--- src/rtl/decode_issue_stage.sv ---
// Decode/issue stage: a per-register scoreboard plus a writeback-slot reservation shift register handle MUL/ALU hazards.
// Optional stall performance counters are enabled with the DECODE_PERF_CNT_EN macro.
module decode_issue_stage #(
    parameter int DATA_WIDTH     = 32,
    parameter int ADDR_WIDTH     = 32,
    parameter int REGISTER_WIDTH = 5,
    parameter int MUL_LATENCY    = 5,
    parameter int ALU_LATENCY    = 1
) (
    input  logic                      clk_i,
    input  logic                      rst_i,
    input  logic                      valid_i,
    input  logic                      flush_i,
    input  logic                      mem_stall_i,
    input  logic [31:0]               instruction_i,
    input  logic [ADDR_WIDTH-1:0]     pc_i,
    input  logic [DATA_WIDTH-1:0]     rs1_data_i,
    input  logic [DATA_WIDTH-1:0]     rs2_data_i,
    input  logic                      wb_reg_wr_en_i,
    input  logic [REGISTER_WIDTH-1:0] wb_wr_reg_i,
    input  logic [DATA_WIDTH-1:0]     wb_data_i,
    input  logic [DATA_WIDTH-1:0]     mul_last_result_i,
    output logic [REGISTER_WIDTH-1:0] rs1_o,
    output logic [REGISTER_WIDTH-1:0] rs2_o,
    output logic                      stall_o,
    output logic                      alu_valid_o,
    output logic                      mul_valid_o,
    output logic [ADDR_WIDTH-1:0]     alu_pc_o,
    output logic [DATA_WIDTH-1:0]     op_a_o,
    output logic [DATA_WIDTH-1:0]     op_b_o,
    output logic [DATA_WIDTH-1:0]     imm_o,
    output logic [REGISTER_WIDTH-1:0] rd_o,
    output logic [31:0]               instruction_o,
    output logic [31:0]               stall_raw_cnt_o,
    output logic [31:0]               stall_wb_cnt_o
);

    localparam int NUM_REGS = 2 ** REGISTER_WIDTH;
    localparam int CW       = $clog2(MUL_LATENCY + 1);

    localparam logic [6:0] OPC_LOAD   = 7'b0000011;
    localparam logic [6:0] OPC_IMM    = 7'b0010011;
    localparam logic [6:0] OPC_AUIPC  = 7'b0010111;
    localparam logic [6:0] OPC_STORE  = 7'b0100011;
    localparam logic [6:0] OPC_OP     = 7'b0110011;
    localparam logic [6:0] OPC_BRANCH = 7'b1100011;
    localparam logic [6:0] OPC_JAL    = 7'b1101111;

    logic [6:0]                opcode_s;
    logic [2:0]                funct3_s;
    logic [6:0]                funct7_s;
    logic [REGISTER_WIDTH-1:0] rs1_s;
    logic [REGISTER_WIDTH-1:0] rs2_s;
    logic [REGISTER_WIDTH-1:0] rd_s;
    logic [DATA_WIDTH-1:0]     imm_s;
    logic                      is_mul_s;
    logic                      reads_rs1_s;
    logic                      reads_rs2_s;
    logic                      writes_alu_s;
    logic                      raw_s;
    logic                      wb_conflict_s;
    logic                      issue_s;
    logic                      mul_issue_s;
    logic [DATA_WIDTH-1:0]     op_a_s;
    logic [DATA_WIDTH-1:0]     op_b_s;
    logic [MUL_LATENCY:1]      resv_nxt_s;

    logic [CW-1:0]             cnt_r [NUM_REGS];
    logic [MUL_LATENCY:1]      resv_r;
    logic                      alu_valid_r;
    logic                      mul_valid_r;
    logic [ADDR_WIDTH-1:0]     alu_pc_r;
    logic [DATA_WIDTH-1:0]     op_a_r;
    logic [DATA_WIDTH-1:0]     op_b_r;
    logic [DATA_WIDTH-1:0]     imm_r;
    logic [REGISTER_WIDTH-1:0] rd_r;
    logic [31:0]               instruction_r;

    // Source selection: last MUL stage beats WB, WB beats the regfile, x0 reads as zero.
    function automatic logic [DATA_WIDTH-1:0] sel_operand(
        input logic [REGISTER_WIDTH-1:0] src,
        input logic [CW-1:0]             cnt,
        input logic [DATA_WIDTH-1:0]     rf_data,
        input logic [DATA_WIDTH-1:0]     mul_data,
        input logic                      wb_en,
        input logic [REGISTER_WIDTH-1:0] wb_reg,
        input logic [DATA_WIDTH-1:0]     wb_data
    );
        logic [DATA_WIDTH-1:0] res;
        if (src == {REGISTER_WIDTH{1'b0}}) begin
            res = {DATA_WIDTH{1'b0}};
        end else if (cnt == CW'(1)) begin
            res = mul_data;
        end else if (wb_en && (wb_reg == src)) begin
            res = wb_data;
        end else begin
            res = rf_data;
        end
        return res;
    endfunction

    // Instruction field decode and immediate generation.
    always_comb begin
        opcode_s = instruction_i[6:0];
        funct3_s = instruction_i[14:12];
        funct7_s = instruction_i[31:25];
        rs1_s    = REGISTER_WIDTH'(instruction_i[19:15]);
        rs2_s    = REGISTER_WIDTH'(instruction_i[24:20]);
        rd_s     = REGISTER_WIDTH'(instruction_i[11:7]);
        imm_s    = {DATA_WIDTH{1'b0}};
        case (opcode_s)
            OPC_LOAD, OPC_IMM: imm_s = DATA_WIDTH'($signed(instruction_i[31:20]));
            OPC_STORE:  imm_s = DATA_WIDTH'($signed({instruction_i[31:25], instruction_i[11:7]}));
            OPC_BRANCH: imm_s = DATA_WIDTH'($signed({instruction_i[31], instruction_i[7],
                                                     instruction_i[30:25], instruction_i[11:8], 1'b0}));
            OPC_JAL:    imm_s = DATA_WIDTH'($signed({instruction_i[31], instruction_i[19:12],
                                                     instruction_i[20], instruction_i[30:21], 1'b0}));
            OPC_AUIPC:  imm_s = DATA_WIDTH'($signed({instruction_i[31:12], 12'h000}));
            default:    imm_s = {DATA_WIDTH{1'b0}};
        endcase
        is_mul_s     = (opcode_s == OPC_OP) && (funct3_s == 3'b000) && (funct7_s == 7'b0000001);
        reads_rs1_s  = (opcode_s != OPC_JAL) && (opcode_s != OPC_AUIPC);
        reads_rs2_s  = reads_rs1_s && (opcode_s != OPC_LOAD) && (opcode_s != OPC_IMM);
        writes_alu_s = ((opcode_s == OPC_OP) && !is_mul_s) || (opcode_s == OPC_JAL) ||
                       (opcode_s == OPC_IMM) || (opcode_s == OPC_AUIPC);
    end

    // Hazard detection, issue decision and operand bypass.
    always_comb begin
        raw_s = valid_i &&
                ((reads_rs1_s && (rs1_s != {REGISTER_WIDTH{1'b0}}) && (cnt_r[rs1_s] > CW'(1))) ||
                 (reads_rs2_s && (rs2_s != {REGISTER_WIDTH{1'b0}}) && (cnt_r[rs2_s] > CW'(1))));
        wb_conflict_s = valid_i && writes_alu_s && resv_r[ALU_LATENCY + 1];
        issue_s       = valid_i && !flush_i && !raw_s && !wb_conflict_s && !mem_stall_i;
        mul_issue_s   = issue_s && is_mul_s;
        stall_o       = mem_stall_i || (valid_i && !flush_i && (raw_s || wb_conflict_s));
        // A MUL issued now lands in the top reservation slot as the older ones move down.
        resv_nxt_s    = {mul_issue_s, resv_r[MUL_LATENCY:2]};
        op_a_s = sel_operand(rs1_s, cnt_r[rs1_s], rs1_data_i, mul_last_result_i,
                             wb_reg_wr_en_i, wb_wr_reg_i, wb_data_i);
        op_b_s = sel_operand(rs2_s, cnt_r[rs2_s], rs2_data_i, mul_last_result_i,
                             wb_reg_wr_en_i, wb_wr_reg_i, wb_data_i);
    end

    assign rs1_o = rs1_s;
    assign rs2_o = rs2_s;

    // Scoreboard: load on MUL issue (wins over decrement), otherwise count down to zero.
    always_ff @(posedge clk_i) begin
        if (rst_i) begin
            for (int r = 0; r < NUM_REGS; r++) begin
                cnt_r[r] <= {CW{1'b0}};
            end
        end else if (!mem_stall_i) begin
            for (int r = 0; r < NUM_REGS; r++) begin
                if (mul_issue_s && (rd_s != {REGISTER_WIDTH{1'b0}}) && (rd_s == REGISTER_WIDTH'(r))) begin
                    cnt_r[r] <= CW'(MUL_LATENCY);
                end else if (cnt_r[r] != {CW{1'b0}}) begin
                    cnt_r[r] <= cnt_r[r] - CW'(1);
                end
            end
        end
    end

    // Writeback reservation shift register.
    always_ff @(posedge clk_i) begin
        if (rst_i) begin
            resv_r <= {MUL_LATENCY{1'b0}};
        end else if (!mem_stall_i) begin
            resv_r <= resv_nxt_s;
        end
    end

    // Issue registers: load on issue, bubble otherwise, frozen under memory stall.
    always_ff @(posedge clk_i) begin
        if (rst_i) begin
            alu_valid_r   <= 1'b0;
            mul_valid_r   <= 1'b0;
            alu_pc_r      <= {ADDR_WIDTH{1'b0}};
            op_a_r        <= {DATA_WIDTH{1'b0}};
            op_b_r        <= {DATA_WIDTH{1'b0}};
            imm_r         <= {DATA_WIDTH{1'b0}};
            rd_r          <= {REGISTER_WIDTH{1'b0}};
            instruction_r <= 32'h0000_0000;
        end else if (!mem_stall_i) begin
            if (issue_s) begin
                alu_valid_r   <= !is_mul_s;
                mul_valid_r   <= is_mul_s;
                alu_pc_r      <= pc_i;
                op_a_r        <= op_a_s;
                op_b_r        <= op_b_s;
                imm_r         <= imm_s;
                rd_r          <= rd_s;
                instruction_r <= instruction_i;
            end else begin
                alu_valid_r <= 1'b0;
                mul_valid_r <= 1'b0;
            end
        end
    end

    assign alu_valid_o   = alu_valid_r;
    assign mul_valid_o   = mul_valid_r;
    assign alu_pc_o      = alu_pc_r;
    assign op_a_o        = op_a_r;
    assign op_b_o        = op_b_r;
    assign imm_o         = imm_r;
    assign rd_o          = rd_r;
    assign instruction_o = instruction_r;

`ifdef DECODE_PERF_CNT_EN
    logic [31:0] stall_raw_cnt_r;
    logic [31:0] stall_wb_cnt_r;

    // Stall performance counters, wrapping naturally at 2^32.
    always_ff @(posedge clk_i) begin
        if (rst_i) begin
            stall_raw_cnt_r <= 32'd0;
            stall_wb_cnt_r  <= 32'd0;
        end else if (!mem_stall_i) begin
            if (raw_s && !issue_s) begin
                stall_raw_cnt_r <= stall_raw_cnt_r + 32'd1;
            end
            if (wb_conflict_s && !raw_s) begin
                stall_wb_cnt_r <= stall_wb_cnt_r + 32'd1;
            end
        end
    end

    assign stall_raw_cnt_o = stall_raw_cnt_r;
    assign stall_wb_cnt_o  = stall_wb_cnt_r;
`else
    assign stall_raw_cnt_o = 32'd0;
    assign stall_wb_cnt_o  = 32'd0;
`endif

endmodule

--- config.mk ---
export PLATFORM = sky130hd
export DESIGN_NAME = decode_issue_stage
export DESIGN_NICKNAME = d
export VERILOG_FILES = /design/src/rtl/decode_issue_stage.sv
export SDC_FILE = /design/constraint.sdc
export NUM_CORES = 1
export LEC_CHECK = 0
export ABC_AREA = 1
export CAP_MARGIN = 40
export CORE_ASPECT_RATIO = 1.1
export CORE_MARGIN = 2
export CORE_UTILIZATION = 44
export CTS_CLUSTER_DIAMETER = 30
export CTS_CLUSTER_SIZE = 20
export DETAILED_ROUTE_END_ITERATION = 10
export PLACE_DENSITY = 0.78
export SYNTH_ARGS = -nofsm -noshare
export SYNTH_HDL_FRONTEND = slang
export SYNTH_SLANG_ARGS = --single-unit
--- constraint.sdc ---
create_clock -name clk_i -period 2.3 [get_ports clk_i]
set_input_delay 0.46 -clock clk_i [delete_from_list [all_inputs] [get_ports clk_i]]
set_output_delay 0.46 -clock clk_i [all_outputs]
set_load 0.01 [all_outputs]
==> flow_metrics.py <==
metrics = {
    "run_status": {
        "status": "complete, but fails checks",
        "violations": "setup timing",
    },
    "cells_and_area": {
        "drive_above_1_share_pct": 24.4,
        "layout.nets": 3141,
        "most-common-layout-cells": "clkdlybuf4s50_1, nor2_1, nand2_1",
        "layout_commonest_cell": "clkdlybuf4s50_1",
        "areaGrowthSynthToFinish_pct": 64.3,
        "post-route-util_pct": 73.0,
    },
    "clocking": {
        "clk_pin_slew_ns": 0.06,
        "cts_hold_buf": 0,
        "htree_levels": 2,
        "cts_root_buf": "clkbuf_16",
        "cts_sinks": 261,
        "clockBufferDepth": 3,
        "numCtsBuffers": 55,
        "clock_latency_ns": 0.60,
        "cts_tree": "built",
    },
    "yosys": {
        "ys_ff_latch": 261,
        "yosysUniqueCellTypes": 42,
        "async_reset_ff_share_pct": 0,
        "synth.avg_cell_area_um2": 7.06,
        "synth_area_leaders": "dfxtp_1, edfxtp_1, nor2_1",
        "synth_edf_count": 96,
        "syn_inst": 2259,
        "synth-seq-area-share_pct": 38.8,
        "synth_area_mm2": 0.0159,
        "ys_warn_count": 0,
        "synth_top_area_share_pct": 20.7,
        "ys.flop_type": "dfxtp_1",
        "synth_top_area_cell": "dfxtp_1",
    },
    "worst_setup_path": {
        "end_kind": "flip-flop",
        "cp_cell_sequence": "clkdlybuf4s50_1 -> nand2_1 -> nor2_1 -> nand3_1 -> inv_2 -> nor2_1 -> inv_2 -> a21oi_1 -> nand2_1 -> nand2_2 -> nand3_4 -> buf_6 -> nor2_8 -> buf_8 -> buf_12 -> buf_16 -> buf_8 -> buf_16 -> o21ai_0 -> nor2_1",
        "path_class": "input pin to flip-flop",
        "startpoint": "instruction_i[1]",
        "worstPathRequired_ns": 2.77,
        "start_kind": "input pin",
        "critPathSlowestCell": "clkdlybuf4s50_1",
        "r2r_start": "cnt_r[18][1]",
        "cpMostUsedCell": "nor2_1",
        "max_stage_delay_ns": 0.52,
        "cp_max_fo": 11,
        "crit_arrival_ns": 3.24,
    },
    "sta": {
        "setup_viol": 349,
        "hold_viol_final": 0,
        "tightestPinTransition_ns": 0.896,
        "rsz0062_at_grt": "yes",
        "worst_slack_ns": -0.467,
        "fin_crit_ns": 2.77,
        "fin_worst_skew_ns": 0.0519,
        "clock.fmax_mhz": 361,
        "slew_headroom_pct": 40.3,
        "drv_slew": 0,
        "finalCritPeriodShare_pct": 120,
    },
    "global_routing": {
        "grt_pass1_vias": 18800,
        "grt_pass1_wl_mm": 107,
        "met2_usage_pct": 60.5,
        "grt_max_degree": 65,
        "antenna_found_initial": 6,
        "grtUsageMet3_pct": 9.20,
        "grt.busiest_layer": "met2",
        "grt_usage_pct": 36.8,
        "overflow": 0,
        "use_met1_pct": 43.0,
    },
    "pwr": {
        "leakagePower_uw": 0.0115,
        "p_total_uw": 17200,
        "max-vdd-ir-drop_mv": 0.586,
        "swShare_pct": 30.6,
        "clock_power_share_pct": 46.6,
        "pwr-share-comb_pct": 22.5,
        "p_int_uw": 12000,
        "power.density_mw_per_mm2": 658,
        "power.switching_uw": 5270,
        "p_seq_share_pct": 30.9,
    },
    "route": {
        "vias_per_cell": 5.77,
        "first_iter_violations": 1924,
        "route.vias.total": 19700,
        "dr.pass1.iters": 7,
        "routedWlPerCell_um": 22.8,
        "ant_nets": 0,
        "route.detailed.drc": 0,
        "drt_wl_total_mm": 78.1,
    },
    "die": {
        "io_pins": 445,
        "die-area_mm2": 0.0378,
        "rows": 73,
        "die_x_um": 185,
        "core-area_mm2": 0.0359,
        "initial_core_util_pct": 44.4,
        "die_h_um": 204,
    },
    "hold_path": {
        "hp-start": "pc_i[26]",
        "hold_class": "input pin to flip-flop",
    },
    "place": {
        "place_congestion": 1.01,
        "dp_hpwl_mm": 46.6,
        "port_buffers": 380,
    },
    "flow_run": {
        "drv_cap": 0,
    },
}
-- critical path, delay by kind of cell --
kind / cells / cell delay (ns)
AOI/OAI and AO/OA: 2 / 0.35
and+or+nand+nor: 9 / 0.87
buffers and inverters: 9 / 1.55
-- registers in the layout (all words and copies together), names as in the netlist, 4 cells and up --
| signal | cells |
|---|---|
| resv_r | 4 |
| alu_pc_o | 32 |
| imm_o | 32 |
| op_b_o | 32 |
| op_a_o | 32 |
| instruction_o | 28 |
| cnt_r | 96 |
| rd_o | 4 |
-- worst paths after layout --
path	to	slack, ns	cells after the start
worst min register to register	instruction_o[27]	0.47	2
worst max-delay path	alu_pc_o[19]	-0.47	20
worst min-delay path	alu_pc_o[26]	0.45	3
worst max register to register	imm_o[27]	-0.44	22
-- per-layer routing --
metal	wire length [um]	vias up	part of all wire (%)
li1	-	8526	-
met1	27000	9159	35
met2	35700	1543	46
met3	8840	476	11
met4	6410	4	8.2
met5	78	-	0.10
-- through the flow --
step	std cells	cell area [um^2]	hold slack [ns]	setup TNS (ns)	worst slack [ns]
after floorplan	2322	16300	0.449	-0.0183	-0.00464
after detailed placement	3233	21600	0.455	-347.27	-1.12
after CTS	3393	25000	0.439	-74.38	-0.349
final	3418	26200	0.448	-104.88	-0.467
after global routing	3411	26200	0.461	-157.65	-0.585
after global placement	3233	21600	0.448	-334.00	-1.08
-- cells by family (layout without fill, tap and decap cells) --
group | Yosys count | after routing | share of synthesized area [%]
AO/OA/AOI/OAI | 456 | 456 | 15.0
AND/OR/NAND/NOR | 978 | 978 | 26.0
buffers and inverters | 481 | 1080 | 14.2
XOR/XNOR | 18 | 18 | 0.989
flip-flops | 261 | 261 | 38.8
other | 1 | 74 | 0.0235
adder cells (fa/ha/maj) | 64 | 64 | 5.02
-- synth_stat cells, drive strengths merged, types with 55 or more instances --
library cell	instances
nand3	131
dfxtp	165
nor2	389
buf	153
nand4	58
a21oi	140
o21ai	278
edfxtp	96
ha	64
nand2	355
inv	272
clkbuf	55
-- area by class of cell --
cell class / instances / area, um^2
Antenna cell: 10 / 25.0
Clock buffer: 71 / 1580
Clock inverter: 33 / 314
Fill cell: 2405 / 9700
Inverter: 273 / 1060
Multi-Input combinational cell: 1580 / 9030
Sequential cell: 261 / 6190
Tap cell: 487 / 609
Timing Repair Buffer: 703 / 7390
-- power groups by stage --
stage                     registers (uW)  logic [uW]  clock network, uW
after CTS                           5290        3490               7950
after detailed placement            5380        3120                  0
after global placement              5370        3040                  0
after global routing                5340        4120               8250
after floorplan                     5360        1670                  0
final                               5320        3880               8040
-- repair_timing --
item	in CTS	in global routing
setup endpoints to repair	350	349
setup buffers	34	16
gates resized for setup	146	315
pin swaps	33	71
cloned	26	4
Note: power is estimated with default switching activity, not from simulation.
